<file path="src/rtl/mau_pkg.sv">
// Shared types and lane-select helpers for the data-memory access unit.
// Big-endian lanes: byte offset 0 is bits [31:24], halfword offset 0 is bits [31:16].
package mau_pkg;

  typedef enum logic [1:0] {
    SZ_BYTE = 2'b00,
    SZ_HALF = 2'b01,
    SZ_WORD = 2'b10
  } size_e;

  typedef enum logic [1:0] {
    IDLE,
    RD_WAIT,
    WRITE,
    RESP
  } state_e;

  // The encoding 2'b11 is folded onto SZ_WORD so that later logic sees only three sizes.
  function automatic size_e normSize(input logic [1:0] raw);
    return (raw == 2'b11) ? SZ_WORD : size_e'(raw);
  endfunction

  // Right-shift that brings the selected lane down to bit 0.
  function automatic logic [4:0] laneShift(input size_e sz, input logic [1:0] off);
    case (sz)
      SZ_BYTE: return {~off, 3'b000};
      SZ_HALF: return {~off[1], 4'b0000};
      default: return 5'd0;
    endcase
  endfunction

  function automatic logic [31:0] laneMask(input size_e sz);
    case (sz)
      SZ_BYTE: return 32'h0000_00FF;
      SZ_HALF: return 32'h0000_FFFF;
      default: return 32'hFFFF_FFFF;
    endcase
  endfunction

  function automatic logic isMisaligned(input size_e sz, input logic [1:0] off);
    case (sz)
      SZ_HALF: return off[0];
      SZ_WORD: return off != 2'b00;
      default: return 1'b0;
    endcase
  endfunction

endpackage

</file>
<file path="src/rtl/mau_lane_merge.sv">
// Combinational lane handling: extract plus sign/zero extension for loads,
// and lane insertion into a read word for sub-word read-modify-write stores.
module mau_lane_merge
  import mau_pkg::*;
(
  input  size_e       size,
  input  logic [1:0]  offset,
  input  logic        signExt,
  input  logic [31:0] readWord,
  input  logic [31:0] storeData,
  output logic [31:0] loadResult,
  output logic [31:0] mergedWord
);

  logic [31:0] shifted;
  logic [31:0] masked;
  logic        signBit;

  always_comb begin
    shifted    = readWord >> laneShift(size, offset);
    masked     = shifted & laneMask(size);
    signBit    = (size == SZ_BYTE) ? shifted[7] : shifted[15];
    loadResult = masked;
    if (signExt && signBit && (size != SZ_WORD)) begin
      loadResult = masked | ~laneMask(size);
    end
  end

  // Each byte lane decides independently whether it takes store data or keeps the read byte.
  genvar gi;
  generate
    for (gi = 0; gi < 4; gi++) begin : gLane
      localparam int         HI   = 31 - 8 * gi;
      localparam logic [1:0] LANE = 2'(gi);
      logic       hit;
      logic [7:0] newByte;
      logic [7:0] outByte;

      always_comb begin
        case (size)
          SZ_BYTE: begin
            hit     = (offset == LANE);
            newByte = storeData[7:0];
          end
          SZ_HALF: begin
            hit     = (offset[1] == LANE[1]);
            newByte = LANE[0] ? storeData[7:0] : storeData[15:8];
          end
          default: begin
            hit     = 1'b1;
            newByte = storeData[HI -: 8];
          end
        endcase
        outByte = hit ? newByte : readWord[HI -: 8];
      end
    end
  endgenerate

  assign mergedWord = {gLane[0].outByte, gLane[1].outByte, gLane[2].outByte, gLane[3].outByte};

endmodule

</file>
<file path="src/rtl/mem_access_unit.sv">
// Load/store initiator for a word-only data memory: sub-word loads, read-modify-write sub-word stores.
// Optional macro MAU_ALIGN_CHECK_EN: misaligned accesses complete immediately with AlignErr.
module mem_access_unit
  import mau_pkg::*;
#(
  parameter int READ_LAT = 1,
  parameter int AW       = 32
) (
  input  logic          clk,
  input  logic          reset,
  input  logic          ReqValid,
  output logic          ReqReady,
  input  logic          ReqWrite,
  input  logic [1:0]    ReqSize,
  input  logic          ReqSigned,
  input  logic [AW-1:0] ReqAdress,
  input  logic [31:0]   ReqData,
  output logic          RespValid,
  output logic [31:0]   RespData,
  output logic          AlignErr,
  output logic [AW-1:0] MemAdress,
  output logic [31:0]   MemWriteData,
  output logic          MemWrite,
  output logic          MemRead,
  input  logic [31:0]   MemReadData
);

  localparam logic [1:0] LAST_CNT = 2'(READ_LAT);

  state_e        stateReg, stateNext;
  logic [1:0]    cntReg;
  logic          writeReg, signedReg, errReg;
  size_e         sizeReg;
  logic [AW-1:0] addrReg;
  logic [31:0]   dataReg, readWordReg;

  size_e       reqSize;
  logic        reqErr;
  logic        accept;
  logic        rdLast;
  logic [31:0] loadResult, mergedWord;

  assign reqSize = normSize(ReqSize);
`ifdef MAU_ALIGN_CHECK_EN
  assign reqErr = isMisaligned(reqSize, ReqAdress[1:0]);
`else
  assign reqErr = 1'b0;
`endif
  assign accept = (stateReg == IDLE) && ReqValid;
  assign rdLast = (cntReg == LAST_CNT);

  always_ff @(posedge clk) begin
    if (reset) begin
      stateReg <= IDLE;
      cntReg   <= 2'd0;
    end else begin
      stateReg <= stateNext;
      cntReg   <= (stateReg == RD_WAIT) ? cntReg + 2'd1 : 2'd0;
    end
  end

  always_ff @(posedge clk) begin
    if (reset) begin
      writeReg    <= 1'b0;
      signedReg   <= 1'b0;
      errReg      <= 1'b0;
      sizeReg     <= SZ_BYTE;
      addrReg     <= '0;
      dataReg     <= 32'd0;
      readWordReg <= 32'd0;
    end else begin
      if (accept) begin
        writeReg  <= ReqWrite;
        signedReg <= ReqSigned;
        errReg    <= reqErr;
        sizeReg   <= reqSize;
        addrReg   <= ReqAdress;
        dataReg   <= ReqData;
      end
      if ((stateReg == RD_WAIT) && rdLast) begin
        readWordReg <= MemReadData;
      end
    end
  end

  always_comb begin
    stateNext = stateReg;
    case (stateReg)
      IDLE: begin
        if (ReqValid) begin
          if (reqErr)                                 stateNext = RESP;
          else if (ReqWrite && (reqSize == SZ_WORD))  stateNext = WRITE;
          else                                        stateNext = RD_WAIT;
        end
      end
      RD_WAIT: if (rdLast) stateNext = writeReg ? WRITE : RESP;
      WRITE:   stateNext = RESP;
      RESP:    stateNext = IDLE;
      default: stateNext = IDLE;
    endcase
  end

  mau_lane_merge uLaneMerge (
    .size      (sizeReg),
    .offset    (addrReg[1:0]),
    .signExt   (signedReg),
    .readWord  (readWordReg),
    .storeData (dataReg),
    .loadResult(loadResult),
    .mergedWord(mergedWord)
  );

  // Strobes are gated by reset so an access cut short never completes a write.
  always_comb begin
    ReqReady     = (stateReg == IDLE);
    RespValid    = (stateReg == RESP);
    AlignErr     = (stateReg == RESP) && errReg;
    RespData     = ((stateReg == RESP) && !writeReg && !errReg) ? loadResult : 32'd0;
    MemAdress    = {addrReg[AW-1:2], 2'b00};
    MemRead      = (stateReg == RD_WAIT) && !reset;
    MemWrite     = (stateReg == WRITE) && !reset;
    MemWriteData = 32'd0;
    if (stateReg == WRITE) begin
      MemWriteData = (sizeReg == SZ_WORD) ? dataReg : mergedWord;
    end
  end

endmodule

</file>
<file path="config.mk">
export PLATFORM = sky130hd
export DESIGN_NAME = mem_access_unit
export DESIGN_NICKNAME = d
export VERILOG_FILES = /design/src/rtl/mau_pkg.sv /design/src/rtl/mau_lane_merge.sv /design/src/rtl/mem_access_unit.sv
export SDC_FILE = /design/constraint.sdc
export NUM_CORES = 1
export LEC_CHECK = 0
export BUFFER_PORTS_ARGS = -buffer_cell sky130_fd_sc_hd__buf_4
export CAP_MARGIN = 20
export CORE_MARGIN = 2
export CORE_UTILIZATION = 25
export DETAILED_ROUTE_END_ITERATION = 8
export PLACE_DENSITY_LB_ADDON = 0.3
export SKIP_LAST_GASP = 1
export SYNTH_ARGS = -nofsm -noshare
export SYNTH_HDL_FRONTEND = slang
export SYNTH_SLANG_ARGS = --single-unit
</file>
<file path="constraint.sdc">
create_clock -name clk -period 2.8 [get_ports clk]
set_clock_uncertainty 0.05 [all_clocks]
set_input_delay 0.28 -clock clk [delete_from_list [all_inputs] [get_ports clk]]
set_output_delay 0.28 -clock clk [all_outputs]
set_load 0.01 [all_outputs]
</file>
== Word-level counts from Yosys, hierarchy flattened ==
Index checks and enable logic that the tools add are counted.
Operators by class
  $add $sub $neg: 1
  bitwise operators: 6
  multiplexer cells: 25
  reduce and logical (&&, ||, !) cells: 16
  equality and inequality tests: 14
  $lt $le $gt $ge: 0
  shifts and indexed selects: 1
  div/mod/pow operators: 0
  multiply operators: 0
Operator list (number)
  $mux W32: 5
  $pmux W32 S2: 1
  $mux W8: 6
  $and A32 B32 Y32: 1
  $not A32 Y32: 1
  $or A32 B32 Y32: 1
  $shr A32 B5 Y32: 1
  $pmux W8 S2: 1
  $eq A2 B2 Y1 const B: 7
  $pmux W5 S2: 1
  $eq A2 B1 Y1 const B: 4
  $logic_and A1 B1 Y1: 8
  $mux W2: 4
  $pmux W1 S2: 4
  $pmux W2 S4: 1
  $logic_not A2 Y1: 3
  $ne A2 B2 Y1 const B: 3
  $reduce_or A2 Y1: 2
  $add A2 B1 Y2 const B: 1
  $logic_not A1 Y1: 2
  $mux W1: 2
  $not A1 Y1: 2
  $not A2 Y2: 1
  $reduce_and A2 Y1: 1
Storage, ports and cells
  bits of input ports: 103
  flip-flop bits (word level): 104
  word-level logic and storage cells: 71
  bits in writable memories: 0
  output and inout port bits: 101
  memory bits (read-only): 0
  memories kept: 0
  bits in latches: 0

== Depth between registers and ports, before layout ==
  depth in word-level cells: 11
  mapped depth: 8
  gate-level depth less buffers: 6

== Cells and area by module ==
From an unflattened synthesis, not the netlist that was laid out.
Unflattened totals
  cell total of the unflattened synthesis: 850
  area total of the unflattened synthesis: 6297.3 um^2
Modules (own cells, without submodules)
  mem_access_unit: cells an instance 645, seq. area each 2082.0 um^2, area each 4732.0 um^2, times used 1
  mau_lane_merge: cells an instance 205, seq. area each 0.0 um^2, area each 1565.3 um^2, times used 1

== Least setup slack after synthesis ==
OpenSTA, ideal clock, no wires.
  path type: register to output
  start point: register stateReg[0]
  end point: output RespData[10]
  cell stages (with the launch flop): 7
  buffers on the path: 1
  arrival time: 1.791 ns
  setup slack: 0.679 ns
  required time: 2.470 ns
  cells stage by stage: dfxtp_1 > ha_1 > nor2b_1 > clkbuf_1 > and2_1 > o2111ai_4 > a222oi_1
Between the ends
  cells in the longest elaborated chain, start to end: 3
Ends and longest elaborated chain
  start: declaration: RTL line mem_access_unit.sv:30  | state_e stateReg, stateNext;
  start signal: assignment: RTL line mem_access_unit.sv:57  | stateReg <= stateNext;
  $eq A2 B2 Y1
  net RespValid: RTL line mem_access_unit.sv:18  | output logic RespValid,
  $logic_and A1 B1 Y1: RTL line mem_access_unit.sv:118  | RespData = ((stateReg == RESP) && !writeReg && !errReg) ? loadResult : 32'd0;
  $mux W32: RTL line mem_access_unit.sv:118
  end: declaration: RTL line mem_access_unit.sv:19  | output logic [31:0] RespData,
The timed path passes the listed nets, and every way through them passes these cells.

== Worst setup path after layout ==
  start point: register sizeReg[0]
  end point: output RespData[9]
Between the ends
  cells in the longest elaborated chain, start to end: 8
  elaborated cells on any way between the ends: 15
  those cells by class: eq/ne: 2; shift: 1; mux: 6; bitwise: 3; reduce/logical: 3
Ends and longest elaborated chain
  start: declaration: RTL line mem_access_unit.sv:33  | size_e sizeReg;
  start signal: assignment: RTL line mem_access_unit.sv:76  | sizeReg <= reqSize;
  $eq A2 B1 Y1 or $logic_not A2 Y1 (tied branches): RTL line mau_pkg.sv:25, mau_pkg.sv:33, mau_lane_merge.sv:22
  $pmux W5 S2: RTL line mau_pkg.sv:25  | case (sz)
  $shr A32 B5 Y32: RTL line mau_lane_merge.sv:20  | shifted = readWord >> laneShift(size, offset);
  $mux W1: RTL line mau_lane_merge.sv:22  | signBit = (size == SZ_BYTE) ? shifted[7] : shifted[15];
  $logic_and A1 B1 Y1 (2 in a row): RTL line mau_lane_merge.sv:24  | if (signExt && signBit && (size != SZ_WORD)) begin
  $mux W32 (*): RTL line mau_lane_merge.sv:24
  $mux W32 (*): RTL line mem_access_unit.sv:118
Mark *: on every way between the ends. The rest lies on a longest branch, timed or not. The select of a mux whose other input is x is not followed.

==> impl_metrics.ini <==
[status]
outcome = finished clean

[sta]
rsz0062_at_grt = no
finalSetupTns_ps = 0
finalSetupViolCount = 0
period_minus_slack_ps = 2670
slew_violations = 0
hold_viol = 0
tightest_slew_ps = 645
fmax_mhz = 374
slew_headroom = 0.567
fin_crit_sh = 0.954

[critical_path]
startpoint_type = register
cp_common_cell = buf_4
reg2reg_slack_ps = 950
required_ps = 2470
crit_chain = buf_4 > or2_4 > o211ai_2 > o2111ai_4 > a222oi_1 > buf_4
cp_top_family = compound AO/OA/AOI/OAI gates
crit_arrival_ps = 2340
slowest_stage = a222oi_1
cp_num_buf_inv = 2
critPathMaxFanout = 22
end_kind = output pin
critPathMaxStageDelay_ps = 440
critPathKind = register to output pin

[grt]
grt_most_used_layer = met2
antenna_found_initial = 0
met1_usage = 0.231
gr-total-overflow = 0
grtUsageMet2 = 0.276
grt_pass1_wl_mm = 31.4
grt_pass1_vias = 5301
use_met3 = 0.0550
grt_max_degree = 62
track_usage = 0.174

[synthesis]
ys_ff_latch = 104
synth_top_family_by_area = compound AO/OA/AOI/OAI gates
synth_area_per_cell_um2 = 7.54
yosys.area_share.adder = 0.0114
ys_seq_area_frac = 0.380
synth_edf_count = 0
synth_warnings = 0
synthArstFlopShare = 0
synthXorXnorAreaFrac = 0
syn_inst = 727
syn_area_mm2 = 0.00548
synth_top_area_share = 0.380
yosys.area_share.simple = 0.216
synth-compound-area-share = 0.239
synthMuxAreaShare = 0.0470
yosysTopAreaCell = dfxtp_1
synthFlopType = dfxtp_1
synth_cell_types = 52
synth_area_leaders = dfxtp_1 38%, nand2_1 15%, a21oi_1 11%, buf_4 4.8%, mux4_2 2.9%

[layout]
layout_commonest_cell = buf_4
syn2layout_area_growth_pct = 33.3
final_cell_mix = 215 x buf_4, 213 x nand2_1, 118 x a21oi_1, 100 x dfxtp_1, 21 x inv_1
nets = 977
drive_gt1_frac = 0.294
fin_area_mm2 = 0.00731
nFillCells = 2354

[clock_network]
htree_levels = 3
clock_sinks = 104
clock_path_buffers = 2
cts.clk_slew.worst_paths_ps = 80
cts_tree = done
clock_latency_ps = 350
cts_buffers = 9
clockRootBuffer = clkbuf_16

[floorplanning]
start_util = 0.253
io_pins = 204
dieArea_mm2 = 0.0231
die_x_um = 152
die_h_um = 152
num_rows = 54
coreArea_mm2 = 0.0217

[drt]
drc = 0
drt_iter0_drc = 515
wl_per_cell_um = 17.9
via_count = 5520
detail_route.wirelength_mm = 20.7
antenna_left = 0
first_pass_iters = 5
viasPerCell = 4.78

[placed_design]
postPlaceCellArea_mm2 = 0.00698
dpl.hpwl_mm = 15.4
io_buffer_count = 200
gp_congestion = 0.812

[power_and_ir_drop]
p_leak_uw = 0.00315
cellPowerDensity_mw_per_mm2 = 708
ir_worst_vdd_mv = 0.361

[hold_path]
hold_path_class = input port to register

[run]
maxCapViolCount = 0
-- synthesized netlist by cell type, drive strengths merged (2+ instances only) --
master	n
nor4	2
nor2b	13
inv	24
o22ai	11
clkbuf	37
ha	5
a21oi	119
a21boi	7
a2bb2oi	4
o21ai	13
nor2	20
and2	11
mux4	7
a211oi	4
o211ai	2
o221ai	13
nor3	4
nand2b	6
o2111a	2
a21o	16
nand3	2
nand2	214
a222oi	7
o211a	3
buf	51
mux2i	10
nand3b	2
dfxtp	104
-- metrics by stage --
stage	worst slack (ps)	util	total power, µW	hold WS (ps)	instances
global placement	435	0.322	3910	364	1135
global route	16.8	0.337	5520	98.0	1154
floorplan	679	-	3200	349	729
finish	130	0.337	5170	108	1155
detailed placement	385	0.322	3920	366	1135
CTS	14.1	0.336	5220	89.7	1151
-- final cells by class --
cell class,instances,area [µm²],share of cell area
Multi-Input combinational cell,513,2830,0.388
Sequential cell,104,2090,0.286
Timing Repair Buffer,217,1650,0.226
Tap cell,280,350,0.0479
Clock buffer,10,229,0.0313
Inverter,24,90.1,0.0123
Clock inverter,6,62.6,0.00856
Antenna cell,1,2.50,0.000342
-- worst reg2reg max path, stage by stage, from the launching register on --
cell,delay (ps)
dfxtp_1,340
inv_1,90
ha_1,300
and2_2,400
buf_4,300
nand3b_1,140
a21oi_1,150
-- power by group --
| part | switching [µW] | internal (µW) | total (µW) |
|---|---|---|---|
| registers | 235 | 1690 | 1930 |
| clock network | 656 | 631 | 1290 |
| logic | 1140 | 819 | 1960 |
| total | 2030 | 3140 | 5170 |
-- sequential cells by signal, summed over array words and instances (netlist names) --
name,cells
signedReg,1
cntReg,2
dataReg,32
stateReg,2
addrReg,32
writeReg,1
readWordReg,32
sizeReg,2
-- path summary, 6_finish.rpt --
check / start / endpoint / depth (start not counted)
setup / recovery: sizeReg[0] / RespData[9] / 6
hold / removal: ReqAdress[13] / addrReg[13] / 3
setup reg to reg: stateReg[0] / sizeReg[0] / 6
hold reg to reg: cntReg[0] / cntReg[0] / 1
-- metal layers --
layer | routed length, µm | share of wire | vias up
met1 | 9070 | 0.44 | 2558
met3 | 1710 | 0.083 | 16
met5 | 0 | 0 | -
li1 | - | - | 2723
met2 | 9570 | 0.46 | 223
met4 | 298 | 0.014 | 0
-- logic make-up after synthesis --
logic type / after synthesis
compound gates: 209
fa+ha+maj: 5
buf+inv: 112
flops: 104
mux: 17
other cells: 1
simple gates: 279
-- timing repair --
item,CTS,global route
buffers inserted,0,3
setup endpoints to repair,16,32
hold buffers,0,0
pin swaps,0,2
resized for setup,1,5
gates cloned,0,0
(Power assumes the default switching activity.)
